### src/rtl/mem_dma_pkg.sv
// mem_dma_pkg
//   Shared definitions for the memory copy/fill DMA: default memory geometry
//   (64 words of 16 bits, RAM64-class) and the controller state encoding.
package mem_dma_pkg;

  localparam int DEF_ADDR_W = 6;
  localparam int DEF_DATA_W = 16;

  typedef enum logic [1:0] {
    ST_IDLE  = 2'd0,
    ST_READ  = 2'd1,
    ST_WRITE = 2'd2,
    ST_DONE  = 2'd3
  } dma_state_e;

endpackage

### src/rtl/mem_copy_dma.sv
// mem_copy_dma
//   Single-port memory DMA engine driving a RAM64-class memory directly.
//   Copy mode moves length words from src_addr to dst_addr, strictly forward,
//   one READ cycle followed by one WRITE cycle per word. Fill mode writes
//   fill_data to length words starting at dst_addr, one word per cycle.
//   Addresses wrap modulo 2^ADDR_W; length above 2^ADDR_W is clamped.
//
// Ports
//   clk, reset_n            clock, synchronous active-low reset
//   start, mode             request pulse (sampled in IDLE), 0=copy 1=fill
//   src_addr, dst_addr      first source / destination word address
//   length                  word count (ADDR_W+1 bits)
//   fill_data               fill pattern
//   busy, done              activity flag, one-cycle completion pulse
//   mem_address, mem_in     registered memory address / write data
//   mem_load                registered write enable (commits on next edge)
//   mem_out                 combinational read data from the memory
module mem_copy_dma
  import mem_dma_pkg::*;
#(
  parameter int ADDR_W = DEF_ADDR_W,
  parameter int DATA_W = DEF_DATA_W
) (
  input  logic              clk,
  input  logic              reset_n,
  input  logic              start,
  input  logic              mode,
  input  logic [ADDR_W-1:0] src_addr,
  input  logic [ADDR_W-1:0] dst_addr,
  input  logic [ADDR_W:0]   length,
  input  logic [DATA_W-1:0] fill_data,
  output logic              busy,
  output logic              done,
  output logic [ADDR_W-1:0] mem_address,
  output logic [DATA_W-1:0] mem_in,
  output logic              mem_load,
  input  logic [DATA_W-1:0] mem_out
);

  localparam logic [ADDR_W:0]   MAX_LEN  = {1'b1, {ADDR_W{1'b0}}};
  localparam logic [ADDR_W:0]   ONE_LEN  = {{ADDR_W{1'b0}}, 1'b1};
  localparam logic [ADDR_W-1:0] ONE_ADDR = {{(ADDR_W-1){1'b0}}, 1'b1};

  dma_state_e        state_q, state_d;
  logic [ADDR_W-1:0] src_ptr_q, src_ptr_d;
  logic [ADDR_W-1:0] dst_ptr_q, dst_ptr_d;
  logic [ADDR_W:0]   count_q, count_d;
  logic [DATA_W-1:0] data_q, data_d;
  logic [DATA_W-1:0] fill_q, fill_d;
  logic              mode_q, mode_d;
  logic              busy_q, busy_d;
  logic              done_q, done_d;
  logic [ADDR_W-1:0] addr_q, addr_d;
  logic [DATA_W-1:0] win_q, win_d;
  logic              load_q, load_d;
  logic [ADDR_W:0]   len_clamped_s;

  // Next-state and next-output logic; outputs are computed for the state
  // being entered so that they are registered alongside the state.
  always_comb begin
    state_d   = state_q;
    src_ptr_d = src_ptr_q;
    dst_ptr_d = dst_ptr_q;
    count_d   = count_q;
    data_d    = data_q;
    fill_d    = fill_q;
    mode_d    = mode_q;
    busy_d    = busy_q;
    done_d    = 1'b0;
    addr_d    = addr_q;
    win_d     = win_q;
    load_d    = 1'b0;

    if (length > MAX_LEN) begin
      len_clamped_s = MAX_LEN;
    end else begin
      len_clamped_s = length;
    end

    case (state_q)
      ST_IDLE: begin
        busy_d = 1'b0;
        if (start) begin
          src_ptr_d = src_addr;
          dst_ptr_d = dst_addr;
          count_d   = len_clamped_s;
          mode_d    = mode;
          fill_d    = fill_data;
          busy_d    = 1'b1;
          if (len_clamped_s == {(ADDR_W+1){1'b0}}) begin
            state_d = ST_DONE;
            done_d  = 1'b1;
          end else if (!mode) begin
            state_d = ST_READ;
            addr_d  = src_addr;
          end else begin
            state_d = ST_WRITE;
            addr_d  = dst_addr;
            win_d   = fill_data;
            load_d  = 1'b1;
          end
        end else begin
          state_d = ST_IDLE;
        end
      end

      ST_READ: begin
        // mem_out reflects the registered src address during this cycle.
        data_d  = mem_out;
        state_d = ST_WRITE;
        addr_d  = dst_ptr_q;
        win_d   = mem_out;
        load_d  = 1'b1;
      end

      ST_WRITE: begin
        src_ptr_d = src_ptr_q + ONE_ADDR;
        dst_ptr_d = dst_ptr_q + ONE_ADDR;
        count_d   = count_q - ONE_LEN;
        if (count_q == ONE_LEN) begin
          state_d = ST_DONE;
          done_d  = 1'b1;
        end else if (!mode_q) begin
          state_d = ST_READ;
          addr_d  = src_ptr_q + ONE_ADDR;
          win_d   = data_q;
        end else begin
          state_d = ST_WRITE;
          addr_d  = dst_ptr_q + ONE_ADDR;
          win_d   = fill_q;
          load_d  = 1'b1;
        end
      end

      ST_DONE: begin
        state_d = ST_IDLE;
        busy_d  = 1'b0;
      end

      default: begin
        state_d = ST_IDLE;
        busy_d  = 1'b0;
      end
    endcase
  end

  // State and output registers; reset aborts immediately with load low.
  always_ff @(posedge clk) begin
    if (!reset_n) begin
      state_q   <= ST_IDLE;
      src_ptr_q <= {ADDR_W{1'b0}};
      dst_ptr_q <= {ADDR_W{1'b0}};
      count_q   <= {(ADDR_W+1){1'b0}};
      data_q    <= {DATA_W{1'b0}};
      fill_q    <= {DATA_W{1'b0}};
      mode_q    <= 1'b0;
      busy_q    <= 1'b0;
      done_q    <= 1'b0;
      addr_q    <= {ADDR_W{1'b0}};
      win_q     <= {DATA_W{1'b0}};
      load_q    <= 1'b0;
    end else begin
      state_q   <= state_d;
      src_ptr_q <= src_ptr_d;
      dst_ptr_q <= dst_ptr_d;
      count_q   <= count_d;
      data_q    <= data_d;
      fill_q    <= fill_d;
      mode_q    <= mode_d;
      busy_q    <= busy_d;
      done_q    <= done_d;
      addr_q    <= addr_d;
      win_q     <= win_d;
      load_q    <= load_d;
    end
  end

  assign busy        = busy_q;
  assign done        = done_q;
  assign mem_address = addr_q;
  assign mem_in      = win_q;
  assign mem_load    = load_q;

endmodule

### config.mk
export PLATFORM = sky130hd
export DESIGN_NAME = mem_copy_dma
export DESIGN_NICKNAME = d
export VERILOG_FILES = /design/src/rtl/mem_dma_pkg.sv /design/src/rtl/mem_copy_dma.sv
export SDC_FILE = /design/constraint.sdc
export NUM_CORES = 1
export LEC_CHECK = 0
export ABC_CLOCK_PERIOD_IN_PS = 2880
export CAP_MARGIN = 0
export CORE_MARGIN = 2
export CORE_UTILIZATION = 50
export DETAILED_ROUTE_END_ITERATION = 16
export GPL_ROUTABILITY_DRIVEN = 0
export PLACE_DENSITY_LB_ADDON = 0.1
export RECOVER_POWER = 100
export SYNTH_ARGS = -nofsm -noshare
export SYNTH_HDL_FRONTEND = slang
export SYNTH_SLANG_ARGS = --single-unit
### constraint.sdc
create_clock -name clk -period 2.88 [get_ports clk]
set_clock_uncertainty 0.2 [all_clocks]
set_input_delay 0.576 -clock clk [delete_from_list [all_inputs] [get_ports clk]]
set_output_delay 0.576 -clock clk [all_outputs]
set_load 0.05 [all_outputs]
==> results of run 1 <==
-- final timing paths --
check / startpoint / endpoint / slack, ns
hold reg to reg: fill_q[0]$_SDFFE_PN0P_ / fill_q[0]$_SDFFE_PN0P_ / 0.27
hold / removal: fill_q[0]$_SDFFE_PN0P_ / fill_q[0]$_SDFFE_PN0P_ / 0.27
setup / recovery: state_q[0]$_SDFF_PN0_ / mem_in[7]$_SDFFE_PN0P_ / 0.25
setup reg to reg: state_q[0]$_SDFF_PN0_ / mem_in[7]$_SDFFE_PN0P_ / 0.25
-- per-stage QoR --
stage                     setup slack (ns)  cell area [um^2]  total power, uW  util, %
after global routing                0.0122              5460             3380     65.7
after floorplan                      0.573              4320             1940        -
after CTS                            0.136              5460             3250     65.8
after detailed placement           -0.0801              5220             2250     62.8
after global placement             -0.0302              5220             2230     62.8
final                                0.246              5460             3220     65.7
-- final cells by class --
type	count	area share, %
timing repair buffer	99	16.9
sequential	79	29.0
inverter	14	0.963
multi-input combinational	374	46.3
clock inverter	7	2.20
clock buffer	9	2.27
tap	105	2.41
-- registers in the layout (all words and copies together) (netlist names) --
register     count
src_ptr_q        6
mem_address      6
busy             1
dst_ptr_q        6
fill_q          16
state_q          2
mode_q           1
mem_load         1
count_q          7
data_q          16
mem_in          16
done             1
-- worst reg2reg max path, delay by kind of cell (launching register included) --
kind	cells	cell delay [ns]
simple gates	3	0.50
compound gates	1	0.89
fa+ha+maj	1	0.22
buf+inv	1	0.07
flops	1	0.36
mux	1	0.30
-- metal layers --
layer  track usage (%)  up-vias
met1              29.1     1790
met4              6.61        0
met2              37.4      105
li1                  -     1930
met5                 0        -
met3              4.41       14
-- synthesized netlist by cell type, types with 2 or more instances --
master     instances
and2_1             8
o221a_2            3
buf_6              2
o21bai_1           2
nor2_1            28
a31oi_1            2
a21oi_1           35
inv_1             14
buf_4              2
nor2b_1           39
o21ai_0           23
and3_1             4
o2bb2ai_1          2
ha_1               8
mux2_2            19
a22oi_1           20
nor3_1             9
mux2i_1           39
o211ai_1           4
dfxtp_1           79
a211oi_1           3
buf_1              4
nand2_1           59
clkbuf_1          30
xor2_1             2
nand3_1            8
o211a_1            3
o22ai_1            8
xnor2_1            4
nor3b_1            3
a21boi_0          20
-- power breakdown --
group          switching (uW)  total, uW  internal (uW)
clock network             428       1010            579
registers                75.8       1270           1200
logic                     552        939            387
-- kinds of logic after synthesis --
| group | after synthesis |
|---|---|
| compound gates | 140 |
| xor+xnor | 6 |
| fa+ha+maj | 8 |
| buf+inv | 53 |
| flops | 79 |
| mux | 58 |
| simple gates | 162 |
-- timing repair --
| item | in CTS | in global routing |
|---|---|---|
| endpoints found under the hold margin | 0 | 0 |
| endpoints found under the setup margin | 0 | 6 |
| gates resized for setup | 0 | 1 |
==> reports/qor.csv, run 1 <==
metric,value,unit
status,"finished, final reports clean",
Min Hold Slack,0.266,ns
"slowest stage delay, CP",0.89,ns
CP cell instances,inv_1 -> ha_1 -> nor2b_1 -> and4b_1 -> a221oi_4 -> mux2i_1 -> nor2b_1,
total grt overflow,0,
worst-margin pin slew,1.46,ns
worst vdd ir,0.000299,V
top post-synthesis cells by area,"dfxtp_1, mux2i_1, nor2b_1",
ys flop type,dfxtp_1,
via count,3839,
CTS sink cnt,79,
RSZ-0062 raised after global routing,no,
number of remaining DRC errors,0,
Top Ports,80,
syn_area_per_cell,8.53,um^2
Clock Tree Root,clkbuf_8,
Synth Area in XOR/XNOR,1.22,%
met2 wire length,4980,um
Setup TNS,0,ns
Fillers,739,
DR iter-0 viols,102,
Critical Path RT,2.92,ns
CTS Hold Buffers Added,0,
Die ar.,9390,um^2
vias per cell,5.59,
gr usage total,22.3,%
Slew Limit Fails,0,
sequential-to-total area share from yosys stat,36.6,%
hold crit path type,reg -> reg,
Layout area overhead,26.4,%
worst reg2reg path depth,7,
max_cap viols,0,
largest family of logic cells by synthesized area,compound AO/OA/AOI/OAI gates,
fraction of layout cells with a size suffix above 1,10.7,%
Fin. Hold Viols,0,
crit path buf inv count,1,
Lkg Pwr,0.00209,uW
multiplexer share of the synthesized area,14.0,%
crit path kind,reg -> reg,
Mapped Area,4320,um^2
multi-input logic area,2520,um^2
number of H-tree levels,3,
FF+latch area,1580,um^2
port buffer count,79,
final period utilization,91.5,%
Post-Synth Simple-Gate Area,18.6,%
worst-path fanout max,16,
fraction of registers with async set or reset after synthesis,0,%
TritonCTS clock tree,yes,
remaining antenna violation count after routing,0,
Yosys reg bits,79,
WL final,10500,um
Finished Layout Cells,687,
CP max-delay cell,a221oi_4,
Detail Route met3 WL,572,um
CTS Buf Count,9,
WL/cell,15.3,um
Synth top area share,36.6,%
antenna cells,0,
CORE AREA,8300,um^2
final setup fails,0,
Post-Synth Adder-Cell Area,2.32,%
met1 WL,4810,um
"area leader, netlist",dfxtp_1,
Clock Latency Late Sink,0.35,ns
highest clock rate,0.380,GHz
"EDFF count, synth",0,
Top Metal Used,met4,
"most common cell after layout, fill and taps aside",dfxtp_1,
First-pass DRT Iterations,4,
Starting Density,52.0,%
fraction of the mapped netlist area in compound gates,22.1,%
Die X,96.9,um
Worst Path Arrival,2.68,ns
Clock transition at path regs,0.08,ns
Yosys warning count,0,
initial antenna violation count,0,
Top delay family on crit path,compound AO/OA/AOI/OAI gates,
Slew HR,2.90,%
Mapped Nets,569,
critical path endpoint category,register,
Die Y,96.9,um
Pwr Density,590,nW/um^2
min Tclk post-route,2.63,ns
Post-CTS Setup Repair Bufs,0,
"commonest cells after routing, fill and taps aside","dfxtp_1, nand2_1, clkdlybuf4s50_1",
Layout Nets,640,
DP HPWL,7140,um
dpl cells,671,
largest net degree at the start of global routing,47,
Startpoint Class,register,
Post-Syn Instances,506,
num rows,33,
first-pass GRT wire length,17600,um
Hold Path Depth,2,
clk buf depth,2,
Worst path depth,7,
Synth cell types,51,
critical path's most frequent cell,nor2b_1,
number of global-route vias before repair,3775,
Power figures use the tool's default switching activity.
==> run 2, diff against run 1 <==
Settings changed: SLEW_MARGIN set to 20.
==> run 2 against run 1 <==
Global-route usage unchanged. Total power rose by 0.17%. Sequential share of layout area down 0.060 points. Routed wire length is essentially flat. Non-clock buffer count increased by 1. Sequential cell count is the same. Worst setup slack improved by 0.059 ns. First-iteration DRC count is 40% higher. Sequential power hardly changed.
==> reports/qor.csv, run 2 (synthesis gave the netlist of run 1 again) <==
metric,value,unit,change
number of remaining DRC errors,0,,unchanged
Clock Tree Root,clkbuf_8,,unchanged
DP HPWL,7140,um,unchanged
final period utilization,89.4,%,was 91.5%
"slowest stage delay, CP",0.45,ns,was 0.89 ns
Fillers,738,,was 739
Top delay family on crit path,buffers and inverters,,was compound AO/OA/AOI/OAI gates
antenna cells,0,,unchanged
Worst Path Arrival,2.67,ns,was 2.68 ns
num rows,33,,unchanged
WL final,10500,um,about the same
critical path endpoint category,register,,unchanged
RSZ-0062 raised after global routing,no,,unchanged
Fin. Hold Viols,0,,unchanged
FF+latch area,1580,um^2,unchanged
Layout Nets,641,,was 640
crit path buf inv count,4,,was 1
port buffer count,79,,unchanged
CTS sink cnt,79,,unchanged
Clock Latency Late Sink,0.35,ns,about the same
status,"finished, final reports clean",,unchanged
number of H-tree levels,3,,unchanged
Critical Path RT,2.97,ns,was 2.92 ns
Slew Limit Fails,0,,unchanged
Starting Density,52.0,%,unchanged
post_cts resized,0,,unchanged
Lkg Pwr,0.00210,uW,was 0.00209 uW
Placed Area,5220,um^2,unchanged
vias per cell,5.58,,was 5.59
multi-input logic area,2520,um^2,unchanged
hold crit path type,reg -> reg,,unchanged
remaining antenna violation count after routing,0,,unchanged
fin util,65.9,%,was 65.7%
first-pass GRT wire length,17600,um,unchanged
Die X,96.9,um,unchanged
CTS Hold Buffers Added,0,,unchanged
Startpoint Class,register,,unchanged
max_cap viols,0,,unchanged
fraction of layout cells with a size suffix above 1,10.8,%,was 10.7%
number of global-route vias before repair,3775,,unchanged
worst-path fanout max,41,,was 16
total grt overflow,0,,unchanged
Post-CTS Setup Repair Bufs,0,,unchanged
initial antenna violation count,0,,unchanged
Die ar.,9390,um^2,unchanged
Pwr Density,590,nW/um^2,about the same
Top Ports,80,,unchanged
min Tclk post-route,2.58,ns,was 2.63 ns
highest clock rate,0.388,GHz,was 0.380 GHz
WL/cell,15.3,um,about the same
"most common cell after layout, fill and taps aside",dfxtp_1,,unchanged
First-pass DRT Iterations,6,,was 4
Clock transition at path regs,0.08,ns,about the same
via count,3842,,was 3839
gr usage total,22.3,%,unchanged
CTS Buf Count,9,,unchanged
CP max-delay cell,buf_4,,was a221oi_4
"commonest cells after routing, fill and taps aside","dfxtp_1, nand2_1, clkdlybuf4s50_1",,unchanged
Layout area overhead,26.7,%,was 26.4%
clk buf depth,2,,unchanged
fin area,5470,um^2,was 5460 um^2
TritonCTS clock tree,yes,,unchanged
worst-margin pin slew,1.45,ns,was 1.46 ns
Slew HR,3.63,%,was 2.90%
DR iter-0 viols,143,,was 102
largest net degree at the start of global routing,47,,unchanged
CORE AREA,8300,um^2,unchanged
final setup fails,0,,unchanged
worst vdd ir,0.000299,V,about the same
critical path's most frequent cell,inv_1,,was nor2b_1
crit path kind,reg -> reg,,unchanged
Die Y,96.9,um,unchanged
CP cell instances,inv_1 -> ha_1 -> buf_4 -> inv_1 -> clkbuf_2 -> o31a_1 -> o22ai_1 -> and2_1,,was inv_1 -> ha_1 -> nor2b_1 -> and4b_1 -> a221oi_4 -> mux2i_1 -> nor2b_1
run 2: cell types whose count changed in the layout (fill, tap and decap cells not counted), sizes merged:
| cell | before | now |
|---|---|---|
| buf | 16 | 17 |
run 2: final timing paths:
kind                          start                   endpoint  slack (ns)  cells after the start
min reg2reg  fill_q[0]$_SDFFE_PN0P_     fill_q[0]$_SDFFE_PN0P_        0.27                      2
max reg2reg   state_q[0]$_SDFF_PN0_  src_ptr_q[5]$_SDFFE_PN0P_        0.30                      8
min          fill_q[0]$_SDFFE_PN0P_     fill_q[0]$_SDFFE_PN0P_        0.27                      2
max           state_q[0]$_SDFF_PN0_  src_ptr_q[5]$_SDFFE_PN0P_        0.30                      8
run 2: cell type report:
type                       instances  area share, %
timing repair buffer             100           17.1
sequential                        79           28.9
inverter                          14          0.961
multi-input combinational        374           46.2
clock buffer                       9           2.27
clock inverter                     7           2.20
tap                              105           2.40
run 2: power by group:
group	leakage (uW)	internal, uW	total, uW	switching [uW]
Clock	0.000120	579	1010	428
Combinational	0.00133	389	944	555
Sequential	0.000647	1200	1270	75.3
run 2: metal layers:
layer	track usage, %	vias up	routed length (um)
met2	37.4	91	5050
met4	6.61	0	101
li1	-	1930	-
met5	0	-	0
met3	4.41	9	439
met1	29.1	1812	4910
run 2: worst register-to-register path, cell delays in order, from the launching register on:
cell,delay (ns)
dfxtp_1,0.33
inv_1,0.08
ha_1,0.18
buf_4,0.45
inv_1,0.27
clkbuf_2,0.38
o31a_1,0.37
o22ai_1,0.13
and2_1,0.13
run 2: metrics by stage:
step | hold slack [ns] | instances | TNS (ns) | setup WS [ns] | total power [uW]
after floorplan | 0.240 | 506 | 0 | 0.573 | 1940
after global placement | 0.248 | 671 | -0.385 | -0.0302 | 2230
after detailed placement | 0.255 | 671 | -0.689 | -0.0801 | 2250
after CTS | 0.266 | 687 | 0 | 0.136 | 3250
after global routing | 0.290 | 688 | 0 | 0.126 | 3380
final | 0.265 | 688 | 0 | 0.305 | 3220
